## src/rtl/ram_arbiter_2m.sv

```systemverilog
// Round-robin arbiter sharing one 16x4096 single-port RAM between two masters.
// Latency: writes complete in the grant cycle; read data valid READ_LATENCY+1 cycles after grant.
// Backpressure: non-winners and all masters during a read wait see waitrequest high and hold inputs.
module ram_arbiter_2m #(
    parameter int READ_LATENCY = 1
) (
    input  logic        clk,
    input  logic        rst,
    input  logic [11:0] m0_address,
    input  logic        m0_write,
    input  logic        m0_read,
    input  logic [15:0] m0_writedata,
    output logic        m0_waitrequest,
    output logic [15:0] m0_readdata,
    output logic        m0_readdatavalid,
    input  logic [11:0] m1_address,
    input  logic        m1_write,
    input  logic        m1_read,
    input  logic [15:0] m1_writedata,
    output logic        m1_waitrequest,
    output logic [15:0] m1_readdata,
    output logic        m1_readdatavalid,
    output logic [11:0] ram_address,
    output logic        ram_write,
    output logic        ram_read,
    output logic [15:0] ram_writedata,
    input  logic [15:0] ram_readdata
);

    typedef enum logic {IDLE, RDWAIT} state_t;

    state_t      state, state_nxt;
    logic [1:0]  cnt, cnt_nxt;      // remaining busy cycles minus one, so a latency of 4 fits in 2 bits
    logic        last, last_nxt;    // most recent winner
    logic        owner, owner_nxt;  // master whose read is in flight
    logic        capture;           // RAM read data is valid this cycle

    logic        req0, req1;
    logic        win;
    logic        grant;
    logic        sel_wr, sel_rd;
    logic [11:0] sel_addr;
    logic [15:0] sel_wdat;

    // Winner selection and RAM bus mux; only live in IDLE and outside reset
    always_comb begin
        req0     = m0_write | m0_read;
        req1     = m1_write | m1_read;
        win      = (req0 && req1) ? ~last : req1;
        grant    = (state == IDLE) && (req0 || req1) && !rst;
        sel_wr   = win ? m1_write     : m0_write;
        sel_rd   = win ? m1_read      : m0_read;
        sel_addr = win ? m1_address   : m0_address;
        sel_wdat = win ? m1_writedata : m0_writedata;

        ram_write      = grant && sel_wr;
        ram_read       = grant && sel_rd && !sel_wr;   // write wins over read on the same master
        ram_address    = grant ? sel_addr : 12'h000;
        ram_writedata  = grant ? sel_wdat : 16'h0000;
        m0_waitrequest = !(grant && !win);
        m1_waitrequest = !(grant && win);
    end

    // Next-state logic: grant handling in IDLE, latency countdown in RDWAIT
    always_comb begin
        state_nxt = state;
        cnt_nxt   = cnt;
        last_nxt  = last;
        owner_nxt = owner;
        capture   = 1'b0;
        case (state)
            IDLE: begin
                if (grant) begin
                    last_nxt = win;
                    if (!sel_wr) begin
                        owner_nxt = win;
                        cnt_nxt   = 2'(READ_LATENCY - 1);
                        state_nxt = RDWAIT;
                    end
                end
            end
            RDWAIT: begin
                if (cnt == 2'd0) begin
                    capture   = 1'b1;
                    state_nxt = IDLE;
                end else begin
                    cnt_nxt = cnt - 2'd1;
                end
            end
            default: state_nxt = IDLE;
        endcase
    end

    // State, arbitration history and per-master read return registers
    always_ff @(posedge clk) begin
        if (rst) begin
            state            <= IDLE;
            cnt              <= 2'd0;
            last             <= 1'b1;
            owner            <= 1'b0;
            m0_readdata      <= 16'h0000;
            m1_readdata      <= 16'h0000;
            m0_readdatavalid <= 1'b0;
            m1_readdatavalid <= 1'b0;
        end else begin
            state            <= state_nxt;
            cnt              <= cnt_nxt;
            last             <= last_nxt;
            owner            <= owner_nxt;
            m0_readdatavalid <= capture && !owner;
            m1_readdatavalid <= capture && owner;
            if (capture && !owner)
                m0_readdata <= ram_readdata;
            if (capture && owner)
                m1_readdata <= ram_readdata;
        end
    end

endmodule

```

## config.mk

```make
export PLATFORM = sky130hd
export DESIGN_NAME = ram_arbiter_2m
export DESIGN_NICKNAME = d
export VERILOG_FILES = /design/src/rtl/ram_arbiter_2m.sv
export SDC_FILE = /design/constraint.sdc
export NUM_CORES = 1
export LEC_CHECK = 0
export ABC_AREA = 1
export BUFFER_PORTS_ARGS = -buffer_cell sky130_fd_sc_hd__buf_2
export CAP_MARGIN = 20
export CORE_ASPECT_RATIO = 0.7
export CORE_MARGIN = 2
export CORE_UTILIZATION = 37
export CTS_BUF_LIST = sky130_fd_sc_hd__clkbuf_8
export CTS_CLUSTER_SIZE = 20
export DETAILED_ROUTE_END_ITERATION = 12
export GPL_TIMING_DRIVEN = 1
export PLACE_DENSITY = 0.86
export SYNTH_ARGS = -nofsm -noshare
export SYNTH_HDL_FRONTEND = slang
export SYNTH_SLANG_ARGS = --single-unit
```

## constraint.sdc

```tcl
create_clock -name clk -period 1.2 [get_ports clk]
set_input_delay 0.24 -clock clk [delete_from_list [all_inputs] [get_ports clk]]
set_output_delay 0.24 -clock clk [all_outputs]
set_load 0.01 [all_outputs]
```

# After elaboration in Yosys (flattened, before gate mapping)
# Index checks and enable logic that the tools add are counted.
[classes] n_bitwise=5 n_reduce_logical=21 addsub=1 eq_ne=3 n_mux=17
[ops] op="two-way mux 16 bit" n=2
[ops] op="two-way mux 12 bit" n=2
[ops] op="logical AND 1 bit" n=10
[ops] op="two-way mux 1 bit" n=8
[ops] op="zero test 1 bit" n=6
[ops] op="two-way mux 2 bit" n=3
[ops] op="inequality test 2 bit, second input constant" n=3
[ops] op="AND reduction 3 bit" n=2
[ops] op="one-hot mux 2 bit (2 select lines)" n=1
[ops] op="inverter 1 bit" n=3
[ops] op="zero test 2 bit" n=1
[ops] op="OR 1 bit" n=2
[ops] op="one-hot mux 1 bit (2 select lines)" n=1
[ops] op="AND reduction 2 bit" n=1
[ops] op="subtractor 2 x 1 -> 2 bit, second input constant" n=1
[ops] op="logical OR 1 bit" n=1
[word_totals] out_inout_bits=66 reg_bits=39 elab_cells=55 inputBits=78

# Depth between registers and ports, before layout
[logic_depth] depth_word=7 depth_mapped=9 mapped_depth_nobuf=9

# Worst setup path after synthesis
# Ideal clock, no wire load.
[synth_path] path_kind="register -> register" start="register cnt[0]" end="register m1_readdata[0]" t_required_ns=1.129 setup_slack_ns=-0.055 path_buffers=1 t_arrival_ns=1.184 synth_period_minus_slack_ns=1.255 setup_time_ns=0.071 stages_incl_launch_ff=9 cell_sequence="dfxtp_1 -> inv_1 -> ha_1 -> nand2_2 -> inv_2 -> nand2_2 -> buf_2 -> nand2_1 -> a21oi_1"
[synth_between] elab_chain_cells=4
[synth_rtl] element="from (decl)" line="33" text="logic [1:0] cnt, cnt_nxt;"
[synth_rtl] element="from (signal assigned)" line="107" text="cnt <= cnt_nxt;"
[synth_rtl] element="zero test 2 bit" line="83" text="if (cnt == 2'd0) begin"
[synth_rtl] element="two-way mux 1 bit" line="83"
[synth_rtl] element="two-way mux 1 bit" line="71" text="case (state)"
[synth_rtl] element="logical AND 1 bit" line="114" text="if (capture && owner)"
[synth_rtl] element="to (signal assigned)" line="115" text="m1_readdata <= ram_readdata;"
[synth_rtl] element="to (decl)" line="21" text="output logic [15:0] m1_readdata,"
# Every way passes these cells.
# A chain may end at the register's enable or synchronous reset.

# Worst setup path in the final report
[layout_path] start="register last" end="output port ram_writedata[5]"
[layout_between] elab_chain_cells=4
[layout_rtl] element="from (decl)" line="34" text="logic last, last_nxt;"
[layout_rtl] element="from (signal assigned)" line="108" text="last <= last_nxt;"
[layout_rtl] element="inverter 1 bit" line="49" text="win = (req0 && req1) ? ~last : req1;"
[layout_rtl] element="two-way mux 1 bit" line="49"
[layout_rtl] element="two-way mux 16 bit" line="54" text="sel_wdat = win ? m1_writedata : m0_writedata;"
[layout_rtl] element="two-way mux 16 bit" line="59" text="ram_writedata = grant ? sel_wdat : 16'h0000;"
[layout_rtl] element="to (decl)" line="26" text="output logic [15:0] ram_writedata,"
# Every way passes these cells.

==> flow_metrics.env <==
export IMPL_dieWidth_um=89.35
export IMPL_ys_types=20
export IMPL_cap_violations=0
export IMPL_drt_iter0_markers=216
export IMPL_antenna_left=0
export IMPL_crit_path_end_kind="primary output"
export IMPL_fin_area_um2=3591
export IMPL_grt_overflow_total=0
export IMPL_vias_per_cell=5.487
export IMPL_drt_wl_total_mm=9.466
export IMPL_fin_ws_ps=-544.9
export IMPL_drcViolationCount=0
export IMPL_numCtsBuffers=5
export IMPL_grt_usage_pct=27.02
export IMPL_whs_ps=211.7
export IMPL_synth_area_um2=1887
export IMPL_synthTopCellsByArea="dfxtp_1 (41%), nand2_1 (16%), a21oi_1 (13%)"
export IMPL_yosysTopAreaCell="dfxtp_1"
export IMPL_violations="negative setup slack"
export IMPL_finClkSkew_ps=5.263
export IMPL_required_ps=960
export IMPL_setup_viol=68
export IMPL_gp_congestion=0.8510
export IMPL_clockBufferDepth=2
export IMPL_fp_dieH_um=63.75
export IMPL_max_slew_margin_pct=79.32
export IMPL_cts_sinks=39
export IMPL_worstSetupPathType="flop to primary output"
export IMPL_hold_buffers=0
export IMPL_final_max_slew_viol_count=0
export IMPL_num_rows=21
export IMPL_htreeDepth=2
export IMPL_avgSynthCellArea_um2=6.691
export IMPL_grt_pass1_vias=2506
export IMPL_grt_pass1_wl_mm=11.96
export IMPL_outcome="complete, but fails checks"
export IMPL_clk_latency_ps=290
export IMPL_finalHoldViolations=0
export IMPL_p_clk_share_pct=32.4
export IMPL_power_density_nw_per_um2=1104
export IMPL_startpoint_type="flop"
export IMPL_fmaxAchievable_ghz=0.5731
export IMPL_seq_area_frac_synth_pct=41.38
export IMPL_synthTopCellsByCount="nand2_1 (81), a21oi_1 (48), dfxtp_1 (39)"
export IMPL_area_delta_synth_final_pct=90.32
export IMPL_pwr_share_seq_pct=35.4
export IMPL_switchingPower_w=0.001218
export IMPL_portBuffers=143
export IMPL_comb_power_share_pct=32.2
export IMPL_initial_core_util_pct=39.03
export IMPL_worstMarginPinSlew_ps=307.0
export IMPL_synth_edff_count=0
export IMPL_n_fill_cell=318
export IMPL_drive_gt1_share_pct=66.74
export IMPL_swShare_pct=30.73
export IMPL_grt_max_degree=29
export IMPL_vias=2837
export IMPL_wire_per_inst_um=18.31
export IMPL_hp_class="primary input to flop"
export IMPL_core_um2=4835
export IMPL_async_flop_share_pct=0
export IMPL_finalCriticalPeriod_ps=1745
export IMPL_synth_ff_type="dfxtp_1"
export IMPL_fin_util_pct=74.28
export IMPL_synth_top_area_share_pct=41.38
export IMPL_cts_tree="yes"
export IMPL_antenna_found_initial=0
export IMPL_period_share_pct=145.4
export IMPL_detail_route_first_pass_iterations=8
export IMPL_num_nets_final=526
export IMPL_hpwl_mm=5.030
export IMPL_peakVddDrop_mv=0.5476
export IMPL_cp_max_fo=7
export IMPL_ioPinCount=144
export IMPL_synth_most_common_cell="nand2_1"
export IMPL_final_cells=517
export IMPL_antenna_cells=0
export IMPL_p_leak_nw=1.748
export IMPL_internal_power_w=0.002745
export IMPL_die_area_um2=5696
export IMPL_syn_nets=361
export IMPL_clk_pin_slew_worst_paths_ps=70
export IMPL_post_dp_cell_area_um2=2808
export IMPL_rsz0062_at_grt="yes"
export IMPL_synth_seq_cells=39
export IMPL_place_inst=496
export IMPL_cts_root_buffer="clkbuf_8"
export IMPL_cp_arrival_ps=1500
export IMPL_synth_cells=282
export IMPL_yosysWarnings=0
-- registers in the layout (all words and copies together), names as in the netlist --
name	cells
cnt	2
state	1
m1_readdatavalid	1
m0_readdatavalid	1
last	1
owner	1
m1_readdata	16
m0_readdata	16
-- through the flow --
step | worst slack (ps) | power (W) | setup TNS, ps
6_report | -544.9 | 0.003963 | -18780
5_1_grt | -597.4 | 0.004103 | -22050
4_1_cts | -468.5 | 0.003729 | -14180
3_5_place_dp | -337.4 | 0.002275 | -8622
3_3_place_gp | -299.8 | 0.002249 | -6245
2_1_floorplan | 2.400 | 0.001880 | 0
-- area by class of cell --
cell class                      count  area [µm²]  area share, %
Timing Repair Buffer              177        1140          31.74
Tap cell                           69       86.33          2.404
Multi-Input combinational cell    213        1394          38.82
Inverter                           11       53.80          1.498
Clock inverter                      3       63.81          1.777
Sequential cell                    39       784.5          21.85
Clock buffer                        5       68.82          1.916
-- timing repair --
| action | in CTS | in global routing |
|---|---|---|
| endpoints found under the setup margin | 60 | 69 |
| pin swaps | 10 | 35 |
| gates cloned | 5 | 1 |
| resized for setup | 32 | 124 |
| setup buffers | 8 | 2 |
-- power groups by stage --
stage	Combinational, W	Clock, W	Sequential [W]
2_1_floorplan	0.000448	0	0.00143
3_3_place_gp	0.000840	0	0.00141
3_5_place_dp	0.000864	0	0.00141
4_1_cts	0.00107	0.00128	0.00139
5_1_grt	0.00135	0.00135	0.00141
6_report	0.00128	0.00129	0.00140
-- cells in the final DEF (no fill, tap or decap), types with 3 or more instances in the layout --
master	netlist	layout
nor2_4	1	3
inv_2	4	3
o21ai_2	1	14
nand2_2	4	20
dfxtp_2	0	3
clkbuf_8	0	5
a21oi_1	48	11
buf_2	9	142
dfxtp_1	39	36
buf_12	0	6
nand3_1	18	15
nand2_1	81	46
inv_1	7	6
nand3_2	1	4
nor2_1	38	32
buf_6	3	7
a21oi_2	0	37
nor2_2	1	5
nand2_4	0	19
buf_4	3	18
-- kinds of logic (layout without fill, tap and decap cells) --
family	after synthesis	count (layout)	synth area share (%)
AOI/OAI and AO/OA	66	66	17.71
buffers and inverters	30	196	8.355
DFF	39	39	41.38
adders and majority gates	1	1	0.6630
and+or+nand+nor	146	146	31.90
-- worst paths after layout --
| check | cells after the start | end | from | slack, ps |
|---|---|---|---|---|
| max | 8 | ram_writedata[5] | last | -540 |
| min | 3 | m0_readdata[6] | ram_readdata[6] | 210 |
| max reg2reg | 10 | owner | last | -300 |
| min reg2reg | 2 | m1_readdata[14] | m1_readdata[14] | 470 |
-- layer usage --
metal,global-route usage [%],vias to the layer above,routed length (µm)
met5,0,-,0
met4,8.396,0,482
met3,7.235,57,941
met2,41.48,219,4551
met1,36.99,1317,3490
li1,-,1244,-
-- critical path: stages (launching register included) --
cell and delay [ps]:
dfxtp_2 340, o21ai_4 80, nand2_4 100, inv_6 90, buf_6 110, buf_12 120
nand2_2 50, a21oi_2 160, buf_2 150
(Power assumes the default switching activity.)
